[src/rtl/nonoverlap_gate_ctrl.sv]
// nonoverlap_gate_ctrl
//
// Break-before-make gate-drive controller for a CMOS output stage built
// from one pmos pull-up and one nmos pull-down sharing an output node.
// A requested level is turned into separate pmos/nmos gate controls.
// Every level change passes through a programmable dead time with both
// devices off. A disabled mode leaves the node floating.
//
// Parameters
//   DEAD_CYCLES  dead-time length in clock cycles (1 .. 2**CW)
//   CW           dead-time counter width, must hold DEAD_CYCLES-1
//
// Ports
//   clk        rising-edge clock
//   rst        synchronous reset, active-high
//   en         1 = drive the node, 0 = both devices off (high-Z)
//   in         requested level, 1 = pull-up, 0 = pull-down
//   p_gate     pmos gate, 0 = pmos conducting (registered)
//   n_gate     nmos gate, 1 = nmos conducting (registered)
//   busy       1 while in dead time (registered)
//   drv_state  00 OFF, 01 HIGH, 10 LOW, 11 DEAD
//   sw_cnt     wrapping count of entries into HIGH or LOW
module nonoverlap_gate_ctrl #(
    parameter int DEAD_CYCLES = 3,
    parameter int CW          = 4
) (
    input  logic       clk,
    input  logic       rst,
    input  logic       en,
    input  logic       in,
    output logic       p_gate,
    output logic       n_gate,
    output logic       busy,
    output logic [1:0] drv_state,
    output logic [7:0] sw_cnt
);

    typedef enum logic [1:0] {
        ST_OFF  = 2'b00,
        ST_HIGH = 2'b01,
        ST_LOW  = 2'b10,
        ST_DEAD = 2'b11
    } state_t;

    // The counter holds the number of dead cycles still to go after the
    // current one, so a dead time of N cycles starts from N-1.
    localparam logic [CW-1:0] DEAD_LOAD = CW'(DEAD_CYCLES - 1);

    state_t        state;
    state_t        state_nxt;
    logic [CW-1:0] dead_cnt;
    logic [CW-1:0] dead_cnt_nxt;
    logic          drive_entry;

    // Next-state decision. Disable always wins and drops straight to OFF,
    // which also abandons any dead time in progress. The exit level from
    // DEAD is taken from in at the moment of exit, so a glitch back to the
    // old level still pays the full dead time before returning there.
    always_comb begin
        state_nxt    = state;
        dead_cnt_nxt = dead_cnt;
        if (!en) begin
            state_nxt    = ST_OFF;
            dead_cnt_nxt = '0;
        end else begin
            case (state)
                ST_OFF: begin
                    state_nxt = in ? ST_HIGH : ST_LOW;
                end
                ST_HIGH: begin
                    if (!in) begin
                        state_nxt    = ST_DEAD;
                        dead_cnt_nxt = DEAD_LOAD;
                    end
                end
                ST_LOW: begin
                    if (in) begin
                        state_nxt    = ST_DEAD;
                        dead_cnt_nxt = DEAD_LOAD;
                    end
                end
                ST_DEAD: begin
                    if (dead_cnt != '0) begin
                        dead_cnt_nxt = dead_cnt - 1'b1;
                    end else begin
                        state_nxt = in ? ST_HIGH : ST_LOW;
                    end
                end
                default: begin
                    state_nxt    = ST_OFF;
                    dead_cnt_nxt = '0;
                end
            endcase
        end
    end

    // A drive entry is any step into HIGH or LOW from a state where both
    // devices were off.
    assign drive_entry = ((state_nxt == ST_HIGH) || (state_nxt == ST_LOW)) &&
                         ((state == ST_OFF) || (state == ST_DEAD));

    // State, counter and outputs are all registered together. Gates are
    // decoded from the next state only: p_gate is low solely in HIGH and
    // n_gate is high solely in LOW, so both devices can never be on at
    // once, and there is no combinational path from en or in to a gate.
    always_ff @(posedge clk) begin
        if (rst) begin
            state    <= ST_OFF;
            dead_cnt <= '0;
            sw_cnt   <= 8'd0;
            p_gate   <= 1'b1;
            n_gate   <= 1'b0;
            busy     <= 1'b0;
        end else begin
            state    <= state_nxt;
            dead_cnt <= dead_cnt_nxt;
            sw_cnt   <= sw_cnt + {7'd0, drive_entry};
            p_gate   <= (state_nxt != ST_HIGH);
            n_gate   <= (state_nxt == ST_LOW);
            busy     <= (state_nxt == ST_DEAD);
        end
    end

    assign drv_state = state;

endmodule
[config.mk]
export PLATFORM = sky130hd
export DESIGN_NAME = nonoverlap_gate_ctrl
export DESIGN_NICKNAME = d
export VERILOG_FILES = /design/src/rtl/nonoverlap_gate_ctrl.sv
export SDC_FILE = /design/constraint.sdc
export NUM_CORES = 1
export LEC_CHECK = 0
export CAP_MARGIN = 5
export CORE_MARGIN = 2
export CORE_UTILIZATION = 54
export DETAILED_ROUTE_END_ITERATION = 12
export HOLD_SLACK_MARGIN = 0.15
export PLACE_DENSITY = 0.87
export RECOVER_POWER = 50
export SYNTH_ARGS = -nofsm -noshare
export SYNTH_HDL_FRONTEND = slang
export SYNTH_SLANG_ARGS = --single-unit
[constraint.sdc]
create_clock -name clk -period 7.2 [get_ports clk]
set_clock_uncertainty 0.05 [all_clocks]
set_input_delay 1.44 -clock clk [delete_from_list [all_inputs] [get_ports clk]]
set_output_delay 1.44 -clock clk [all_outputs]
set_load 0.005 [all_outputs]
# Yosys cells after proc, flatten, opt, wreduce, memory -nomap -nowiden
# Index checks and enable logic that the tools add are counted.
[totals]
in_bits = 4
elab_cells = 37
ff_bits = 17
[op_classes]
add_sub_neg = 2
bitwise = 1
n_reduce_logical = 8
eq_ne = 10
muxes = 10
[op_table]
columns = ["operator", "n"]
rows = [
  ["two-way mux 4 bit", 3],
  ["one-hot mux 4 bit (3 select lines)", 1],
  ["two-way mux 2 bit", 5],
  ["adder 8 x 1 -> 8 bit", 1],
  ["== test 2 bit (second input constant)", 4],
  ["one-hot mux 2 bit (4 select lines)", 1],
  ["!= test 2 bit (second input constant)", 3],
  ["== test 2 x 1 -> 1 bit (second input constant)", 2],
  ["AND reduction 4 bit", 1],
  ["nonzero test 4 bit", 1],
  ["subtractor 4 x 1 -> 4 bit (second input constant)", 1],
  ["nonzero test 3 bit", 1],
  ["zero test 2 bit", 1],
  ["logical OR 1 bit", 2],
  ["!= test 2 x 1 -> 1 bit (second input constant)", 1],
  ["OR reduction 2 bit", 1],
  ["logical AND 1 bit", 1],
  ["NOT 1 bit", 1],
]

# Logic depth before layout (Yosys ltp)
# Gate-level depths: netlist of the first run.
[logic_depth]
word_depth = 8
mapped_depth = 12

# Worst setup path before layout of the first run
# Ideal clock, no wire load.
[synth_timing]
path_type = "input port to flip-flop"
startpoint = "input in"
endpoint = "register sw_cnt[6]"
required_ns = 7.080
arrival_time_ns = 3.158
slack_ns = 3.922
path_stages = 10
cell_sequence = "nor4b_1 o2bb2ai_1 a211oi_1 ha_1 nor2_1 ha_1 ha_1 nand2_1 or3_1 a21oi_1"
[synth_between]
elab_chain_len = 8
word_cells_on_any_way = 11
cone_classes = "1 x add/sub; 2 x eq/ne; 6 x mux; 2 x reduce/logical"
[synth_rtl]
columns = ["element", "line_no", "text"]
rows = [
  ["from (decl)", "30", "input logic in,"],
  ["two-way mux 2 bit", "68, 86", ""],
  ["two-way mux 2 bit", "83", "if (dead_cnt != '0) begin"],
  ["one-hot mux 2 bit (4 select lines) *", "66", "case (state)"],
  ["two-way mux 2 bit *", "62", "if (!en) begin"],
  ["net state_nxt[0]", "50", "state_t state_nxt;"],
  ["== test 2 x 1 -> 1 bit or == test 2 bit (tied branches)", "99", "assign drive_entry = ((state_nxt == ST_HIGH) || (state_nxt == ST_LOW)) &&"],
  ["logical OR 1 bit *", "99", ""],
  ["logical AND 1 bit *", "99", ""],
  ["adder 8 x 1 -> 8 bit *", "117", "sw_cnt <= sw_cnt + {7'd0, drive_entry};"],
  ["to (signal assigned)", "117", ""],
  ["to (decl)", "35", "output logic [7:0] sw_cnt"],
]
# Mark *: on every way through the listed nets, which the timed path passes. The rest lies on a longest branch.
# A chain may end at the register's enable or synchronous reset.

# Worst setup path in the final report of the first run
# Same ends and word-level chain as after synthesis.

==> results of run 1 <==
==> sequential cells by signal, indices dropped and copies added, names as in the netlist <==
name	count
p_gate	1
dead_cnt	4
n_gate	1
drv_state	2
sw_cnt	8
busy	1
==> Yosys cell counts (2+ instances only) <==
library cell | n | area (µm²)
ha_1 | 10 | 125.1
dfxtp_1 | 17 | 340.3
or3_1 | 3 | 18.77
nor3_1 | 4 | 20.02
nand3_1 | 5 | 25.02
mux2i_1 | 2 | 20.02
a211oi_1 | 3 | 22.52
inv_1 | 5 | 18.77
nor2b_1 | 5 | 31.28
a21oi_1 | 6 | 30.03
nand4_1 | 2 | 12.51
xor2_1 | 2 | 17.52
nand2b_1 | 4 | 25.02
a31oi_1 | 3 | 18.77
o21ai_0 | 6 | 30.03
a211o_1 | 2 | 17.52
nor2_1 | 5 | 18.77
nand2_1 | 3 | 11.26
==> stage by stage <==
step	total power, mW	hold WS (ns)
floorplan	0.1214	0.4087
global placement	0.1330	0.4161
detailed placement	0.1334	0.4327
CTS	0.1845	0.4478
global route	0.1914	0.4864
finish	0.1812	0.4390
==> worst max-delay path, cell delays in order <==
cell and delay, ns:
dlygate4sd3_1 0.62, nor4b_1 0.31, o2bb2ai_1 0.22, a211oi_1 0.13
ha_1 0.32, nor2_1 0.10, ha_1 0.20, ha_1 0.22
nand2_1 0.08, or3_1 0.32, a21oi_1 0.15
==> area by class of cell <==
| cell class | count | area [µm²] | share of cell area [%] |
|---|---|---|---|
| tap | 17 | 21.27 | 1.866 |
| inverter | 5 | 18.77 | 1.647 |
| timing repair buffer | 16 | 160.2 | 14.05 |
| clock buffer | 4 | 26.28 | 2.305 |
| sequential | 17 | 340.3 | 29.86 |
| multi-input combinational | 79 | 573.1 | 50.27 |
==> power groups by stage <==
stage	sequential [mW]	combinational, mW	clock, mW
2_1_floorplan	0.102	0.0191	0
3_3_place_gp	0.102	0.0307	0
3_5_place_dp	0.102	0.0311	0
4_1_cts	0.100	0.0314	0.0529
5_1_grt	0.101	0.0331	0.0576
6_report	0.100	0.0300	0.0511
==> cell families (layout without fill, tap and decap cells) <==
kind of cell / after synthesis / in the layout
AND/OR/NAND/NOR: 36 / 36
flip-flops: 17 / 17
multiplexers: 4 / 4
adder cells (fa/ha/maj): 10 / 10
AO/OA/AOI/OAI: 26 / 26
XOR/XNOR: 3 / 3
buffers and inverters: 7 / 25
==> layer usage <==
| layer | wire (µm) | vias to the layer above | GRT usage, % |
|---|---|---|---|
| met5 | 0 | - | 0 |
| met4 | 12 | 0 | 6.286 |
| met3 | 62 | 2 | 3.968 |
| met2 | 840 | 13 | 28.61 |
| met1 | 860 | 380 | 25.42 |
| li1 | - | 410 | - |
==> worst max path at each step <==
stage	from	endpoint	slack, ns	cells past startpoint
final	in	sw_cnt[6]	3.25	11
after global routing	in	sw_cnt[6]	3.11	11
after CTS	in	sw_cnt[6]	3.34	11
after detailed placement	in	sw_cnt[6]	3.05	11
after global placement	in	sw_cnt[6]	3.21	11
after floorplan	in	sw_cnt[6]	3.92	10
==> results.cfg, run 1 <==
[run_status]
status = complete, no violations

[timing]
totalNegativeSetupSlack_ns = 0
drv_slew = 0
period_minus_slack_ns = 3.945
finalSetupViolCount = 0
max_freq_mhz = 253.5
tightest_slew_ns = 0.5292
relSlewSlack_pct = 64.45
layout_setup_ws_ns = 3.255
rsz0062_at_grt = false
hold_viol_final = 0
fin_crit_sh_pct = 54.79

[power_and_ir_drop]
intPower_mw = 0.1344
switching_share_pct = 25.86
seqPwrFrac_pct = 55.2
p_sw_mw = 0.04687
powerDensity_nw_per_um2 = 159.0
pwr-share-comb_pct = 16.6
peakVddDrop_uv = 96.32
p_leak_nw = 0.4661
power_frac_clock_pct = 28.2

[critical_path]
required_ns = 7.36
reg2reg_from = dead_cnt[0]
timing.rr.end = sw_cnt[6]
end_kind = register
crit_type = input port to register
r2r.worst_path.cells = 12
reg2reg_slack_ns = 4.02
start_kind = input port
cp_max_fo = 6
arrival_ns = 4.11

[die]
io_pins = 17
die-area_um2 = 2105
die_y_um = 45.88
start_util_pct = 56.07
rows = 15
chipWidth_um = 45.88
fp.coreArea_um2 = 1689

[cts]
post-cts-setup-buffer-count = 0
clockBufferDepth = 2
clkTransAtPathRegs_ns = 0.10
clock_latency_ns = 0.29
cts.repair.resized = 0
cts_max_level = 1
cts-root-buf = clkbuf_4
cts.sinks = 17
cts-hold-fix-buffers = 0
cts_tree = built
cts_buffers = 3

[logic_synthesis]
synth_adder_area_share_pct = 13.21
synth_async_sr_flop_share_pct = 0
ys_seq_area_share_pct = 35.93
ys_warn_count = 0
syn_area_per_cell_um2 = 9.196
synthesis.area_um2 = 947.2
synth_top_family_by_area = simple AND/OR/NAND/NOR gates
postSynthCellCount = 103
synth-simple-area-share_pct = 22.06
synth_cell_types = 34
postSynthRegisterBits = 17
synth_compound_area_share_pct = 17.97
synthXorXnorAreaFrac_pct = 2.774
synth_edf_count = 0
yosys_most_used_dff = dfxtp_1
synth.mux.area_fraction_pct = 4.888
synth_fp_nets = 117

[final_layout]
final_cell_mix = dfxtp_1, ha_1, dlygate4sd3_1
final_common_cell = dfxtp_1
fin_area_um2 = 1140
antenna_cells = 0
final_core_util_pct = 67.48
fin_nets = 136
layout-drive-gt1-share_pct = 6.612
fillerInstances = 133
syn2layout_area_growth_pct = 20.34
final_cells = 138

[drt]
route.detailed.wl_per_inst_um = 12.87
dr.pass1.iters = 4
antenna_left = 0
via_per_inst = 5.833
num_vias = 805
drt-initial-drc-count = 9
drcViolationCount = 0
wirelength_mm = 1.776

[global_routing]
grt_max_degree = 14
grt_usage_pct = 18.56
antenna_found_initial = 0
grt.overflow.total = 0
grt_pass1_vias = 691
grt_pass1_wl_mm = 2.877

[placement]
place_area_um2 = 1117
dp_hpwl_mm = 1.378
place_inst = 134
place_ws_ns = 3.047
port_buffers = 16
gp_congestion = 0.8363

[min_path]
hp-class = register to register
hold_end = dead_cnt[1]
worstHoldStart = dead_cnt[1]
whs_path_depth = 2

[run]
max-cap-violations = 0
(Power assumes the default switching activity.)
==> inputs of run 2 (changes only) <==
--- a/config.mk
+++ b/config.mk
@@ -7,10 +7,10 @@
 export LEC_CHECK = 0
 export CAP_MARGIN = 5
 export CORE_MARGIN = 2
-export CORE_UTILIZATION = 54
+export CORE_UTILIZATION = 50
 export DETAILED_ROUTE_END_ITERATION = 12
 export HOLD_SLACK_MARGIN = 0.15
-export PLACE_DENSITY = 0.87
+export PLACE_DENSITY = 0.82
 export RECOVER_POWER = 50
 export SYNTH_ARGS = -nofsm -noshare
 export SYNTH_HDL_FRONTEND = slang
==> constraint.sdc (replaced) <==
create_clock -name clk -period 3.8 [get_ports clk]
set_clock_uncertainty 0.05 [all_clocks]
set_input_delay 0.76 -clock clk [delete_from_list [all_inputs] [get_ports clk]]
set_output_delay 0.76 -clock clk [all_outputs]
set_load 0.005 [all_outputs]
==> results.cfg, run 2 (same netlist as run 1, synthesis figures left out) <==
[run_status]
status = complete, no violations

[drt]
drcViolationCount = 0
antenna_left = 0
num_vias = 792
dr.pass1.iters = 4
route.detailed.wl_per_inst_um = 12.11
wirelength_mm = 1.768
via_per_inst = 5.425
drt-initial-drc-count = 7

[global_routing]
grt_util_met2_pct = 28.92
top_usage_layer = met2
grt_pass1_wl_mm = 2.904
met1_usage_pct = 24.26
use_met3_pct = 5.660
grt_pass1_vias = 683
grt_usage_pct = 18.11
antenna_found_initial = 0
grt_max_degree = 14
grt.overflow.total = 0

[critical_path]
reg2reg_slack_ns = 0.72
start_kind = input port
startpoint = in
endpoint = sw_cnt[6]
end_kind = register
r2r.worst_path.cells = 12
reg2reg_from = dead_cnt[0]
crit_type = input port to register
arrival_ns = 3.36
required_ns = 3.97
cp_max_fo = 6
timing.rr.end = sw_cnt[6]

[die]
fp.coreArea_um2 = 1745
start_util_pct = 54.27
die-area_um2 = 2259
io_pins = 17
die_y_um = 47.53
chipWidth_um = 47.53
rows = 15

[timing]
fin_crit_sh_pct = 83.78
relSlewSlack_pct = 67.36
finalSetupViolCount = 0
drv_slew = 0
hold_viol_final = 0
max_freq_mhz = 314.1
totalNegativeSetupSlack_ns = 0
tightest_slew_ns = 0.4858
rsz0062_at_grt = false
layout_setup_ws_ns = 0.6163
period_minus_slack_ns = 3.184

[power_and_ir_drop]
switching_share_pct = 26.02
p_sw_mw = 0.08936
seqPwrFrac_pct = 55.2
peakVddDrop_uv = 245.9
intPower_mw = 0.2540
powerDensity_nw_per_um2 = 297.3
power_frac_clock_pct = 27.7
p_leak_nw = 0.4742
pwr-share-comb_pct = 17.1

[placement]
gp_congestion = 0.8438
dp_hpwl_mm = 1.403
port_buffers = 16
place_ws_ns = 0.3902

[min_path]
hp-class = register to register

[cts]
cts-hold-fix-buffers = 0
post-cts-setup-buffer-count = 0
clock_latency_ns = 0.29
cts-root-buf = clkbuf_4
cts_max_level = 1
cts.repair.resized = 0
clockBufferDepth = 2
cts_tree = built
cts.sinks = 17
clkTransAtPathRegs_ns = 0.10
cts_buffers = 3

[final_layout]
final_common_cell = dfxtp_1
fillerInstances = 152
fin_nets = 136
layout-drive-gt1-share_pct = 8.264
regMostFlops = sw_cnt
final_cell_mix = dfxtp_1, dlygate4sd3_1, ha_1
largest_reg_flops = 8
syn2layout_area_growth_pct = 21.93
antenna_cells = 0

[run]
max-cap-violations = 0
[run 2: cell types whose count changed in the layout (fill, tap and decap cells not counted), sizes merged]
| cell | change |
|---|---|
| dlygate4sd3 | +1 |
| clkinv | +1 |
| clkbuf | -1 |
| clkdlybuf4s50 | -1 |
[run 2: through the flow]
step / cells / cell area [µm²] / total power [mW] / utilization (%) / hold WS (ns)
6_report: 146 / 1155 / 0.3434 / 66.16 / 0.4421
5_1_grt: 146 / 1155 / 0.3617 / 66.16 / 0.4631
4_1_cts: 146 / 1155 / 0.3499 / 66.16 / 0.4467
3_5_place_dp: 142 / 1127 / 0.2544 / 64.59 / 0.4320
3_3_place_gp: 142 / 1127 / 0.2527 / 64.59 / 0.4176
2_1_floorplan: 103 / 947.2 / 0.2301 / - / 0.4087
[run 2: cell type report]
| type | count | area (µm²) | share of cell area, % |
|---|---|---|---|
| Clock buffer | 3 | 22.52 | 1.950 |
| Multi-Input combinational cell | 79 | 576.8 | 49.95 |
| Timing Repair Buffer | 16 | 160.2 | 13.87 |
| Tap cell | 25 | 31.28 | 2.709 |
| Inverter | 5 | 18.77 | 1.625 |
| Clock inverter | 1 | 5.005 | 0.4334 |
| Sequential cell | 17 | 340.3 | 29.47 |
[run 2: routing by layer]
layer  vias up  wire, µm
met5         -         0
met4         0         8
met3         2        60
met2        15       849
met1       366       850
li1        409         -
[run 2: critical path, stage by stage]
cell,delay (ns)
dlygate4sd3_1,0.64
nor4b_1,0.31
o2bb2ai_1,0.20
a211oi_1,0.11
ha_1,0.31
nor2_1,0.09
ha_1,0.19
ha_1,0.21
nand2_1,0.07
or3_1,0.31
a21oi_1,0.16
[run 2: worst min path at each step]
stage	end	slack [ns]	cells after the start	from
floorplan	dead_cnt[1]	0.41	2	dead_cnt[1]
detailed placement	sw_cnt[7]	0.43	2	sw_cnt[7]
CTS	sw_cnt[7]	0.45	2	sw_cnt[7]
finish	sw_cnt[7]	0.44	2	sw_cnt[7]
global placement	sw_cnt[7]	0.42	2	sw_cnt[7]
global route	sw_cnt[7]	0.46	2	sw_cnt[7]
[run 2: power groups by stage]
stage	Sequential, mW	Combinational, mW	Clock [mW]
finish	0.190	0.0587	0.0952
CTS	0.190	0.0608	0.0991
detailed placement	0.194	0.0603	0
floorplan	0.194	0.0363	0
global placement	0.194	0.0590	0
global route	0.191	0.0646	0.107
